[src/rtl/s27_bist_pkg.sv]
// Shared types, constants and step functions for the s27 BIST controller.
// The state enum, LFSR taps, default vectors and the LFSR/MISR next-state
// helpers live here so that later ISCAS BIST controllers can reuse them.
package s27_bist_pkg;

  localparam int unsigned LFSR_W      = 4;
  localparam int unsigned SIG_W       = 16;
  localparam int unsigned LFSR_TAP_HI = 3;
  localparam int unsigned LFSR_TAP_LO = 2;

  localparam logic [SIG_W-1:0]  DEF_SIG_POLY  = 16'h1021;
  localparam logic [LFSR_W-1:0] DEF_INIT_VEC  = 4'b1100;
  localparam logic [LFSR_W-1:0] DEF_LFSR_SEED = 4'b0001;

  typedef enum logic [1:0] {
    ST_IDLE = 2'd0,
    ST_INIT = 2'd1,
    ST_RUN  = 2'd2,
    ST_DONE = 2'd3
  } state_t;

  // x^4+x^3+1 Fibonacci step: walks all 15 non-zero states
  function automatic logic [LFSR_W-1:0] lfsr_next(input logic [LFSR_W-1:0] s);
    return {s[LFSR_W-2:0], s[LFSR_TAP_HI] ^ s[LFSR_TAP_LO]};
  endfunction

  // Galois signature step with the response bit folded into bit 0
  function automatic logic [SIG_W-1:0] misr_next(input logic [SIG_W-1:0] s,
                                                 input logic din,
                                                 input logic [SIG_W-1:0] poly);
    return ({s[SIG_W-2:0], 1'b0} ^ (s[SIG_W-1] ? poly : '0)) ^ {{(SIG_W-1){1'b0}}, din};
  endfunction

endpackage

[src/rtl/s27_bist_ctrl_misr.sv]
// 16-bit single-input signature register (sig_misr16).
// Ports: CK clock, RST sync active-high reset, CLR sync clear,
//        EN fold DIN this edge, DIN response bit, SIG signature value.
module sig_misr16
  import s27_bist_pkg::*;
#(
  parameter logic [SIG_W-1:0] POLY = DEF_SIG_POLY
) (
  input  logic             CK,
  input  logic             RST,
  input  logic             CLR,
  input  logic             EN,
  input  logic             DIN,
  output logic [SIG_W-1:0] SIG
);

  always_ff @(posedge CK) begin
    if (RST || CLR) begin
      SIG <= '0;
    end else if (EN) begin
      SIG <= misr_next(SIG, DIN, POLY);
    end
  end

endmodule

[src/rtl/s27_bist_ctrl.sv]
// BIST controller for the s27 core: flushes it with INIT_VEC, applies
// N_PATTERNS LFSR vectors on G3..G0, compacts G17 into SIG and reports
// PASS/DONE.
// Ports: CK clock, RST sync active-high reset, START run request,
//        G0..G3 stimulus, G17 response, BUSY (INIT/RUN), DONE, PASS, SIG.
module s27_bist_ctrl
  import s27_bist_pkg::*;
#(
  parameter int unsigned         N_PATTERNS  = 64,
  parameter int unsigned         INIT_CYCLES = 3,
  parameter logic [LFSR_W-1:0]   INIT_VEC    = DEF_INIT_VEC,
  parameter logic [LFSR_W-1:0]   LFSR_SEED   = DEF_LFSR_SEED,
  parameter logic [SIG_W-1:0]    SIG_POLY    = DEF_SIG_POLY,
  parameter logic [SIG_W-1:0]    GOLDEN_SIG  = 16'h0000
) (
  input  logic             CK,
  input  logic             RST,
  input  logic             START,
  output logic             G0,
  output logic             G1,
  output logic             G2,
  output logic             G3,
  input  logic             G17,
  output logic             BUSY,
  output logic             DONE,
  output logic             PASS,
  output logic [SIG_W-1:0] SIG
);

  localparam int unsigned CNT_MAX = (N_PATTERNS > INIT_CYCLES) ? N_PATTERNS : INIT_CYCLES;
  localparam int unsigned CNT_W   = $clog2(CNT_MAX + 1);

  state_t            state, state_nxt;
  logic [CNT_W-1:0]  cnt, cnt_nxt;
  logic [LFSR_W-1:0] lfsr, lfsr_nxt;
  logic [LFSR_W-1:0] gvec, gvec_nxt;
  logic              busy, busy_nxt;
  logic              done, done_nxt;
  logic              pass, pass_nxt;
  logic              misr_clr, misr_en;

  // State and registered outputs
  always_ff @(posedge CK) begin
    if (RST) begin
      state <= ST_IDLE;
      cnt   <= '0;
      lfsr  <= LFSR_SEED;
      gvec  <= '0;
      busy  <= 1'b0;
      done  <= 1'b0;
      pass  <= 1'b0;
    end else begin
      state <= state_nxt;
      cnt   <= cnt_nxt;
      lfsr  <= lfsr_nxt;
      gvec  <= gvec_nxt;
      busy  <= busy_nxt;
      done  <= done_nxt;
      pass  <= pass_nxt;
    end
  end

  // Next-state and next-output logic
  always_comb begin
    state_nxt = state;
    cnt_nxt   = cnt;
    lfsr_nxt  = lfsr;
    gvec_nxt  = gvec;
    busy_nxt  = busy;
    done_nxt  = done;
    pass_nxt  = pass;
    misr_clr  = 1'b0;
    misr_en   = 1'b0;

    unique case (state)
      ST_IDLE, ST_DONE: begin
        if (START) begin
          state_nxt = ST_INIT;
          cnt_nxt   = '0;
          lfsr_nxt  = LFSR_SEED;
          misr_clr  = 1'b1;
          gvec_nxt  = INIT_VEC;
          busy_nxt  = 1'b1;
          done_nxt  = 1'b0;
          pass_nxt  = 1'b0;
        end
      end
      ST_INIT: begin
        if (cnt == CNT_W'(INIT_CYCLES - 1)) begin
          state_nxt = ST_RUN;
          cnt_nxt   = '0;
          gvec_nxt  = lfsr;
        end else begin
          cnt_nxt = cnt + CNT_W'(1);
        end
      end
      ST_RUN: begin
        misr_en  = 1'b1;
        lfsr_nxt = lfsr_next(lfsr);
        gvec_nxt = lfsr_next(lfsr);
        cnt_nxt  = cnt + CNT_W'(1);
        if (cnt == CNT_W'(N_PATTERNS - 1)) begin
          state_nxt = ST_DONE;
          gvec_nxt  = '0;
          busy_nxt  = 1'b0;
          done_nxt  = 1'b1;
          // Judge the signature as it will be after this final fold
          pass_nxt  = (misr_next(SIG, G17, SIG_POLY) == GOLDEN_SIG);
        end
      end
      default: state_nxt = ST_IDLE;
    endcase
  end

  sig_misr16 #(
    .POLY (SIG_POLY)
  ) u_misr (
    .CK  (CK),
    .RST (RST),
    .CLR (misr_clr),
    .EN  (misr_en),
    .DIN (G17),
    .SIG (SIG)
  );

  assign G0   = gvec[0];
  assign G1   = gvec[1];
  assign G2   = gvec[2];
  assign G3   = gvec[3];
  assign BUSY = busy;
  assign DONE = done;
  assign PASS = pass;

endmodule

[config.mk]
export PLATFORM = sky130hd
export DESIGN_NAME = s27_bist_ctrl
export DESIGN_NICKNAME = d
export VERILOG_FILES = /design/src/rtl/s27_bist_pkg.sv /design/src/rtl/s27_bist_ctrl_misr.sv /design/src/rtl/s27_bist_ctrl.sv
export SDC_FILE = /design/constraint.sdc
export NUM_CORES = 1
export LEC_CHECK = 0
export CORE_MARGIN = 1.5
export CORE_UTILIZATION = 30
export CTS_CLUSTER_DIAMETER = 50
export CTS_CLUSTER_SIZE = 28
export DETAILED_ROUTE_END_ITERATION = 12
export SLEW_MARGIN = 30
export SYNTH_ARGS = -nofsm -noshare
export SYNTH_HDL_FRONTEND = slang
export SYNTH_SLANG_ARGS = --single-unit
[constraint.sdc]
create_clock -name CK -period 4.8 [get_ports CK]
set_input_delay 0.96 -clock CK [delete_from_list [all_inputs] [get_ports CK]]
set_output_delay 0.96 -clock CK [all_outputs]
set_load 0.01 [all_outputs]
==> Word-level counts from Yosys, hierarchy flattened <==
Index checks and enable logic that the tools add are counted.
{ "word_totals": {"output_inout_bits": 23, "reg_bits": 36, "elab_cells": 54, "in_bits": 4} }
{ "classes": {"n_addsub": 1, "n_eq_ne": 8, "reduce_logical": 9, "bitwise": 3, "muxes": 25} }
{ "ops": {"columns": ["op", "count"], "rows": [
  ["case mux 7 bit (3 select lines)", 1],
  ["logical NOT 16 bit", 1],
  ["2-to-1 mux 4 bit", 4],
  ["XOR 16 x 1 -> 16 bit", 1],
  ["XOR 16 bit", 1],
  ["2-to-1 mux 7 bit", 2],
  ["2-to-1 mux 13 bit", 1],
  ["case mux 4 bit (3 select lines)", 1],
  ["2-to-1 mux 1 bit", 8],
  ["case mux 4 bit (2 select lines)", 1],
  ["adder 7 x 1 -> 7 bit (second input constant)", 1],
  ["== test 7 x 2 -> 1 bit (second input constant)", 1],
  ["== test 7 x 6 -> 1 bit (second input constant)", 1],
  ["2-to-1 mux 2 bit", 3],
  ["!= test 2 bit (second input constant)", 3],
  ["case mux 1 bit (2 select lines)", 3],
  ["case mux 2 bit (3 select lines)", 1],
  ["AND reduction 3 bit", 2],
  ["== test 2 bit (second input constant)", 2],
  ["AND reduction 2 bit", 2],
  ["== test 2 x 1 -> 1 bit (second input constant)", 1],
  ["logical NOT 2 bit", 1],
  ["nonzero test 2 bit", 1],
  ["OR reduction 2 bit", 1],
  ["other kinds (2)", 2]
]} }

==> Logic depth before layout (Yosys ltp) <==
Gate-level depths: netlist (run 1).
{ "depth": {"word_depth": 6, "mapped_depth": 7, "depth_no_buf": 6} }

==> Cells and area by module <==
Synthesis (run 1) repeated with hierarchy kept, for this count alone.
{ "hier_totals": {"cells_unflattened": 178, "area_unflattened_um2": 1664.1} }
{ "by_module_without_submodules": {"columns": ["mod", "area_each_um2", "seq_area_each_um2", "cells_each", "instances"], "rows": [
  ["s27_bist_ctrl", 1048.5, 400.4, 122, 1],
  ["sig_misr16", 615.6, 320.3, 56, 1]
]} }

==> Least setup slack after synthesis (run 1) <==
Ideal clock, no wire load.
{ "synth_timing": {"kind": "in2reg", "startpoint": "input port G17", "endpoint": "register pass (netlist: PASS)", "required_time_ns": 4.712, "setup_slack_ns": 2.706, "setup_ns": 0.088, "arrival_ns": 2.006, "stages": 4, "n_path_buf": 0, "cell_sequence": "or4_4 > a2111oi_4 > nand3_2 > o32ai_2"} }
{ "synth_via": {"elab_chain_len": 4} }
{ "synth_rtl": {"columns": ["element", "line", "text"], "rows": [
  ["start, declared", "s27_bist_ctrl.sv:23", "input logic G17,"],
  ["XOR 16 x 1 -> 16 bit", null, null],
  ["logical NOT 16 bit", "s27_bist_ctrl.sv:108", "pass_nxt = (misr_next(SIG, G17, SIG_POLY) == GOLDEN_SIG);"],
  ["2-to-1 mux 1 bit", "s27_bist_ctrl.sv:102", "if (cnt == CNT_W'(N_PATTERNS - 1)) begin"],
  ["case mux 1 bit (2 select lines)", "s27_bist_ctrl.sv:75", "unique case (state)"],
  ["end signal, assigned", "s27_bist_ctrl.sv:59", "pass <= pass_nxt;"],
  ["end, declared", "s27_bist_ctrl.sv:39", "logic pass, pass_nxt;"]
]} }
No other way between the ends. The select of a mux whose other input is x is not followed.
A chain may end at the register's enable or synchronous reset.

==> Final worst setup path (run 1) <==
{ "layout_timing": {"startpoint": "input port RST", "endpoint": "register u_misr.SIG[6]"} }
{ "layout_via": {"elab_chain_len": 1} }
{ "layout_rtl": {"columns": ["element", "line", "text"], "rows": [
  ["start, declared", "s27_bist_ctrl.sv:17", "input logic RST,"],
  ["logical OR 1 bit", "s27_bist_ctrl_misr.sv:18", "if (RST || CLR) begin"],
  ["end signal, assigned", "s27_bist_ctrl_misr.sv:21", "SIG <= misr_next(SIG, DIN, POLY);"],
  ["end, declared", "s27_bist_ctrl_misr.sv:14", "output logic [SIG_W-1:0] SIG"]
]} }
No other way between the ends.

==> out/summary.txt, run 1 <==
RUN STATUS
--------------------------------------------------------------------------------
Outcome                                                                completed

WORST SETUP PATH
--------------------------------------------------------------------------------
R2R depth                                                                      6
Path type of the worst setup path                                   input port to register
Delay of the slowest critical-path stage                                 0.88 ns
Path length in cells of the critical path                                      4
Largest driver fanout on the critical path                                    16
Count of buffer and inverter cells on the critical path                        2
Gate family responsible for the most delay along the worst path     buffers and inverters
Worst setup SP type                                                   input port
Required time of the critical path                                       4.95 ns
Highest-delay cell along the critical path                          sky130_fd_sc_hd__clkdlybuf4s50_1
Start of the worst register-to-register path                            state[0]
CP Capture Type                                                         register
Reg-to-reg endpoint                                                       cnt[6]
Worst path cell trace                                               clkdlybuf4s50_1, inv_1, nand2_1, nor2_1
Register-to-Register Setup Slack                                         2.67 ns
Data arrival time of the worst path                                      2.57 ns

POWER
--------------------------------------------------------------------------------
Worst voltage drop across the vdd grid                                  0.193 mV
Leakage dissipation                                                     0.735 nW
Areal power density over the cells                                    421 mW/mm2
Tot Pwr                                                                 0.862 mW

YOSYS
--------------------------------------------------------------------------------
Largest cells by area after synthesis                               sky130_fd_sc_hd__dfxtp_1 44%, sky130_fd_sc_hd__mux2i_1 8.5%, sky130_fd_sc_hd__nor2_1 6.3%
Number of warnings printed during yosys synthesis                              0
Number of cells produced by synthesis                                        177
Synthesized area per cell                                               9.36 um2
Proportion of synthesized chip area in sequential cells                    43.5%
Number of enable-type register cells in the synthesized netlist                0
Post-synthesis instance area                                         0.00166 mm2
Most frequently used cell type in the post-synthesis netlist        sky130_fd_sc_hd__dfxtp_1
Post-synthesis cell type count                                                43
Share of flip-flops with an asynchronous set or reset                         0%
Most common flop cell mapped by yosys                               sky130_fd_sc_hd__dfxtp_1
Net count after synthesis                                                    186
Yosys top cell by area                                              sky130_fd_sc_hd__dfxtp_1
Area share of the leading cell type in the synthesized netlist             43.5%
Ranking of synthesized cells by instance count                      36 x sky130_fd_sc_hd__dfxtp_1, 28 x sky130_fd_sc_hd__nor2_1, 14 x sky130_fd_sc_hd__mux2i_1
#FFs+latches synth                                                            36

FINAL LAYOUT
--------------------------------------------------------------------------------
Fill cell total of the finished layout                                       547
Area added between synthesis and finish                                    23.6%
Inserted Diodes                                                                0
Ratio of cells with drive above 1 in the final layout                      7.92%
Util after Layout                                                          39.4%
Area taken by multi-input logic gates                                    872 um2
Layout net count                                                             211
FF+latch area                                                            721 um2

PLACED DESIGN
--------------------------------------------------------------------------------
Port-buffer cells                                                             26
Post-detailed-placement half-perimeter wirelength                        2420 um
Global placer's final weighted congestion                                  0.823

DRT
--------------------------------------------------------------------------------
Post-DR vias/cell                                                           4.93
Total Wirelength                                                         3420 um
Drt pass-1 iters                                                               4
Count of vias placed by the detailed router                                 1342
Average routed wire per standard cell                                    12.6 um
Post-route antenna net violation count                                         0
DRC violation count after routing                                              0
Initial drt markers                                                           59

CLOCK TREE
--------------------------------------------------------------------------------
Number of H-tree levels                                                        2
Sinks on the clock net                                                        36
Setup fix buffers added after clock tree synthesis                             0
TritonCTS clock tree                                                       built
Inserted Clock Buffers                                                         5
Post-CTS Hold Fix Bufs                                                         0
Buffer levels on the longest clock path                                        2
Clock transition at the registers of the reported paths                  0.08 ns
Root Buffer                                                         sky130_fd_sc_hd__clkbuf_8
Post-cts gate resize count                                                     0
Clk Latency, worst-skew pair                                             0.28 ns

STA
--------------------------------------------------------------------------------
Highest clock frequency the design can meet                              413 MHz
Number of setup violations in the final report                                 0
Final critical-path share of the clock period                              50.4%
Transition at the pin with the smallest max-transition slack            0.643 ns
Worst Skew                                                            0.00723 ns
RSZ-0062 raised after global routing                                          no
Post-layout min period                                                   2.42 ns
Total negative slack for setup checks                                       0 ns
Hold Violations, Final                                                         0
Worst-case headroom to the max-slew limit                                  57.0%
Number of slew-limit violations in the final report                            0

MIN PATH
--------------------------------------------------------------------------------
Min-delay src                                                            gvec[0]
Worst hold path cell count                                                     1
Hold endpoint                                                            gvec[0]
Min-delay worst type                                                register to register

GLOBAL ROUTING
--------------------------------------------------------------------------------
Global-route wire length before repair                                   5850 um
Overflow left after global routing                                             0
Number of antenna violations at the first check in global routing              0
Maximum number of pins on one net before global-route repair                  25
Vias in the first global route                                              1229
Global-route usage over all layers                                         12.3%

DIE
--------------------------------------------------------------------------------
X dimension of the die                                                   77.3 um
Core Footprint                                                       0.00520 mm2
I/O pins                                                                      27
Initial Utilization                                                        31.8%
Die ar.                                                              0.00598 mm2
Die height                                                               77.3 um
# rows                                                                        26

JOB
--------------------------------------------------------------------------------
Number of maximum-capacitance violations                                       0

metrics by stage:
step,instance area [um2],std cells,setup WS (ns),hold WS [ns]
global placement,1960,265,2.10,0.461
finish,2050,272,2.38,0.476
CTS,2050,272,2.36,0.480
detailed placement,1970,265,2.06,0.461
global route,2050,272,2.22,0.489
floorplan,1660,177,2.71,0.476
power by group:
group	internal [mW]	switching (mW)
combinational	0.134	0.163
sequential	0.332	0.0265
clock	0.0983	0.108
total	0.564	0.298
worst reg2reg max path, cell delays in order (launching register included):
cell,delay (ns)
sky130_fd_sc_hd__dfxtp_1,0.34
sky130_fd_sc_hd__inv_1,0.08
sky130_fd_sc_hd__ha_2,0.58
sky130_fd_sc_hd__o21bai_1,0.21
sky130_fd_sc_hd__a211oi_2,0.55
sky130_fd_sc_hd__a21o_1,0.19
sky130_fd_sc_hd__a22o_1,0.11
registers in the layout (all words and copies together), names as in the netlist:
| register | cells |
|---|---|
| BUSY | 1 |
| DONE | 1 |
| PASS | 1 |
| cnt | 7 |
| gvec | 4 |
| lfsr | 4 |
| state | 2 |
| u_misr.SIG | 16 |
cell families after synthesis:
group                    after synthesis  share of synthesized area, %
AO/OA/AOI/OAI                         47                          21.6
flip-flops                            36                          43.5
buffers and inverters                 15                          4.00
XOR/XNOR                               4                          2.12
adder cells (fa/ha/maj)                5                          3.78
multiplexers                          14                          8.46
AND/OR/NAND/NOR                       56                          16.5
placed cells by master, fill, tap and decap left out, drive strengths merged, types with 2 or more instances in the layout:
cell type	n
a22oi	6
nor2b	3
o21ai	5
clkbuf	5
nor4	2
or4	2
nand3	4
dfxtp	36
a21o	3
a21oi	12
nor2	28
a211oi	7
nand2	7
clkdlybuf4s50	26
mux2i	14
o32ai	2
ha	5
nor3	3
a22o	3
inv	7
o2bb2ai	2
xnor2	3
worst max-delay path by stage:
stage,startpoint,endpoint
2_1_floorplan,G17,PASS
3_3_place_gp,RST,u_misr.SIG[12]
3_5_place_dp,RST,u_misr.SIG[5]
4_1_cts,RST,u_misr.SIG[6]
5_1_grt,RST,u_misr.SIG[10]
6_report,RST,u_misr.SIG[6]
metal layers:
metal	vias up	global-route usage [%]	wire, um
li1	689	-	-
met1	622	16.7	1750
met2	27	18.2	1490
met3	4	3.33	135
met4	0	4.91	42
met5	-	0	0
area by class of cell:
cell class / instances / share of cell area (%)
multi-input combinational: 126 / 42.6
sequential: 36 / 35.2
timing repair buffer: 26 / 12.7
tap: 70 / 4.28
clock buffer: 5 / 3.36
inverter: 7 / 1.28
clock inverter: 2 / 0.611
(Power assumes the default switching activity.)
==> run 2: changes to the inputs <==
clock period = 2.15 ns   (was 4.8 ns; I/O delays follow)
==> run 2 against run 1 <==
  * Highest routed layer unchanged
  * Clock-buffer cell count stayed put
  * Cell count increased by 1.5%
  * Critical path type is now register to register
  * Largest power group unchanged
  * Critical path depth increased by 1
==> out/summary.txt, run 2 (synthesis gave the netlist of run 1 again) <==
RUN STATUS
--------------------------------------------------------------------------------
Outcome                                                                completed

STA
--------------------------------------------------------------------------------
Transition at the pin with the smallest max-transition slack            0.617 ns
Final critical-path share of the clock period                              85.6%
Slack of the critical path                                              0.309 ns
Tightest hold margin                                                    0.464 ns
Worst Skew                                                            0.00436 ns
Worst-case headroom to the max-slew limit                                  58.4%
Number of slew-limit violations in the final report                            0
RSZ-0062 raised after global routing                                          no
Hold Violations, Final                                                         0
Total negative slack for setup checks                                       0 ns
Post-layout min period                                                   1.84 ns
Highest clock frequency the design can meet                              543 MHz
Number of setup violations in the final report                                 0

WORST SETUP PATH
--------------------------------------------------------------------------------
Largest driver fanout on the critical path                                     8
Required time of the critical path                                       2.33 ns
Worst setup SP type                                                     register
CP Capture Type                                                         register
Path type of the worst setup path                                   register to register
Data arrival time of the worst path                                      2.02 ns
Register-to-Register Setup Slack                                         0.31 ns

DRT
--------------------------------------------------------------------------------
Met3 wire len                                                              84 um
Average routed wire per standard cell                                    13.0 um
DRC violation count after routing                                              0
Post-route antenna net violation count                                         0
Total Wirelength                                                         3580 um
Initial drt markers                                                          101
Count of vias placed by the detailed router                                 1334
Metal2 WL                                                                1640 um
Met1 layer wirelength in the final routing                               1830 um
Uppermost signal routing layer after detailed routing                       met4
Post-DR vias/cell                                                           4.83
Drt pass-1 iters                                                               4

DIE
--------------------------------------------------------------------------------
X dimension of the die                                                   77.3 um
Die ar.                                                              0.00598 mm2
I/O pins                                                                      27
Initial Utilization                                                        31.8%
Core Footprint                                                       0.00520 mm2
# rows                                                                        26
Die height                                                               77.3 um

PLACED DESIGN
--------------------------------------------------------------------------------
Post-place setup slack                                                 0.0467 ns
Post-detailed-placement half-perimeter wirelength                        2520 um
Port-buffer cells                                                             26
DP Area                                                              0.00199 mm2
Global placer's final weighted congestion                                  0.773

POWER
--------------------------------------------------------------------------------
Leakage dissipation                                                     0.757 nW
Worst voltage drop across the vdd grid                                  0.540 mV
Tot Pwr                                                                  1.94 mW
Areal power density over the cells                                    935 mW/mm2

MIN PATH
--------------------------------------------------------------------------------
Min-delay worst type                                                register to register

FINAL LAYOUT
--------------------------------------------------------------------------------
Max FFs per register                                                          16
Most frequent cells in the layout                                   36 x sky130_fd_sc_hd__dfxtp_1, 28 x sky130_fd_sc_hd__nor2_1, 26 x sky130_fd_sc_hd__clkdlybuf4s50_1
Layout net count                                                             215
Commonest non-fill, non-tap cell in the layout                      sky130_fd_sc_hd__dfxtp_1
Register containing the most flip-flops in the final layout           u_misr.SIG
Inserted Diodes                                                                0
Ratio of cells with drive above 1 in the final layout                      9.22%
Area added between synthesis and finish                                    25.3%
Largest registers                                                   u_misr.SIG (16), cnt (7)
Summed area of non-filler cells in the final layout                  0.00208 mm2
Fill cell total of the finished layout                                       530

GLOBAL ROUTING
--------------------------------------------------------------------------------
Overflow left after global routing                                             0
Maximum number of pins on one net before global-route repair                  20
Number of antenna violations at the first check in global routing              0
Global-route wire length before repair                                   6030 um
Vias in the first global route                                              1225
Global-route usage over all layers                                         12.6%

CLOCK TREE
--------------------------------------------------------------------------------
Number of H-tree levels                                                        2
Clock transition at the registers of the reported paths                  0.07 ns
Root Buffer                                                         sky130_fd_sc_hd__clkbuf_8
Buffer levels on the longest clock path                                        2
Inserted Clock Buffers                                                         5
Post-CTS Hold Fix Bufs                                                         0
Clk Latency, worst-skew pair                                             0.28 ns
TritonCTS clock tree                                                       built
Sinks on the clock net                                                        36
Setup fix buffers added after clock tree synthesis                             0
Post-cts gate resize count                                                     0

JOB
--------------------------------------------------------------------------------
Number of maximum-capacitance violations                                       0

run 2: final timing paths:
kind / from / to / cells past startpoint
max: state[0] / BUSY / 5
min: gvec[0] / gvec[0] / 1
max reg2reg: state[0] / BUSY / 5
min reg2reg: gvec[0] / gvec[0] / 1
run 2: stage by stage:
step	instances	utilization (%)
6_report	276	39.9
3_5_place_dp	269	38.3
2_1_floorplan	177	-
4_1_cts	276	39.9
5_1_grt	276	39.9
3_3_place_gp	269	38.3
run 2: critical path: stages (launching register included):
cell and delay, ns:
sky130_fd_sc_hd__dfxtp_1 0.37, sky130_fd_sc_hd__inv_1 0.07, sky130_fd_sc_hd__ha_1 0.40, sky130_fd_sc_hd__o21ai_0 0.54, sky130_fd_sc_hd__nor2_1 0.13, sky130_fd_sc_hd__o211a_1 0.23
run 2: layer usage:
layer / track usage, % / vias to the layer above
met5: 0 / -
met4: 3.27 / 0
met3: 3.57 / 2
met2: 18.8 / 15
met1: 17.7 / 627
li1: - / 690
run 2: power by group:
group,total [mW],switching (mW),internal [mW]
logic,0.683,0.374,0.309
registers,0.802,0.0610,0.741
clock network,0.456,0.236,0.219
run 2: layout make-up:
| class | instances | area, um2 | share of cell area, % |
|---|---|---|---|
| Timing Repair Buffer | 30 | 290 | 14.0 |
| Multi-Input combinational cell | 126 | 870 | 41.9 |
| Clock buffer | 5 | 68.8 | 3.32 |
| Sequential cell | 36 | 721 | 34.7 |
| Clock inverter | 2 | 12.5 | 0.603 |
| Inverter | 7 | 26.3 | 1.27 |
| Tap cell | 70 | 87.6 | 4.22 |
==> run 3: changes to the inputs <==
HOLD_SLACK_MARGIN = 0.12   (was default)
==> results of run 3 <==
The final DEF is identical to that of run 2; final timing and power are the same.
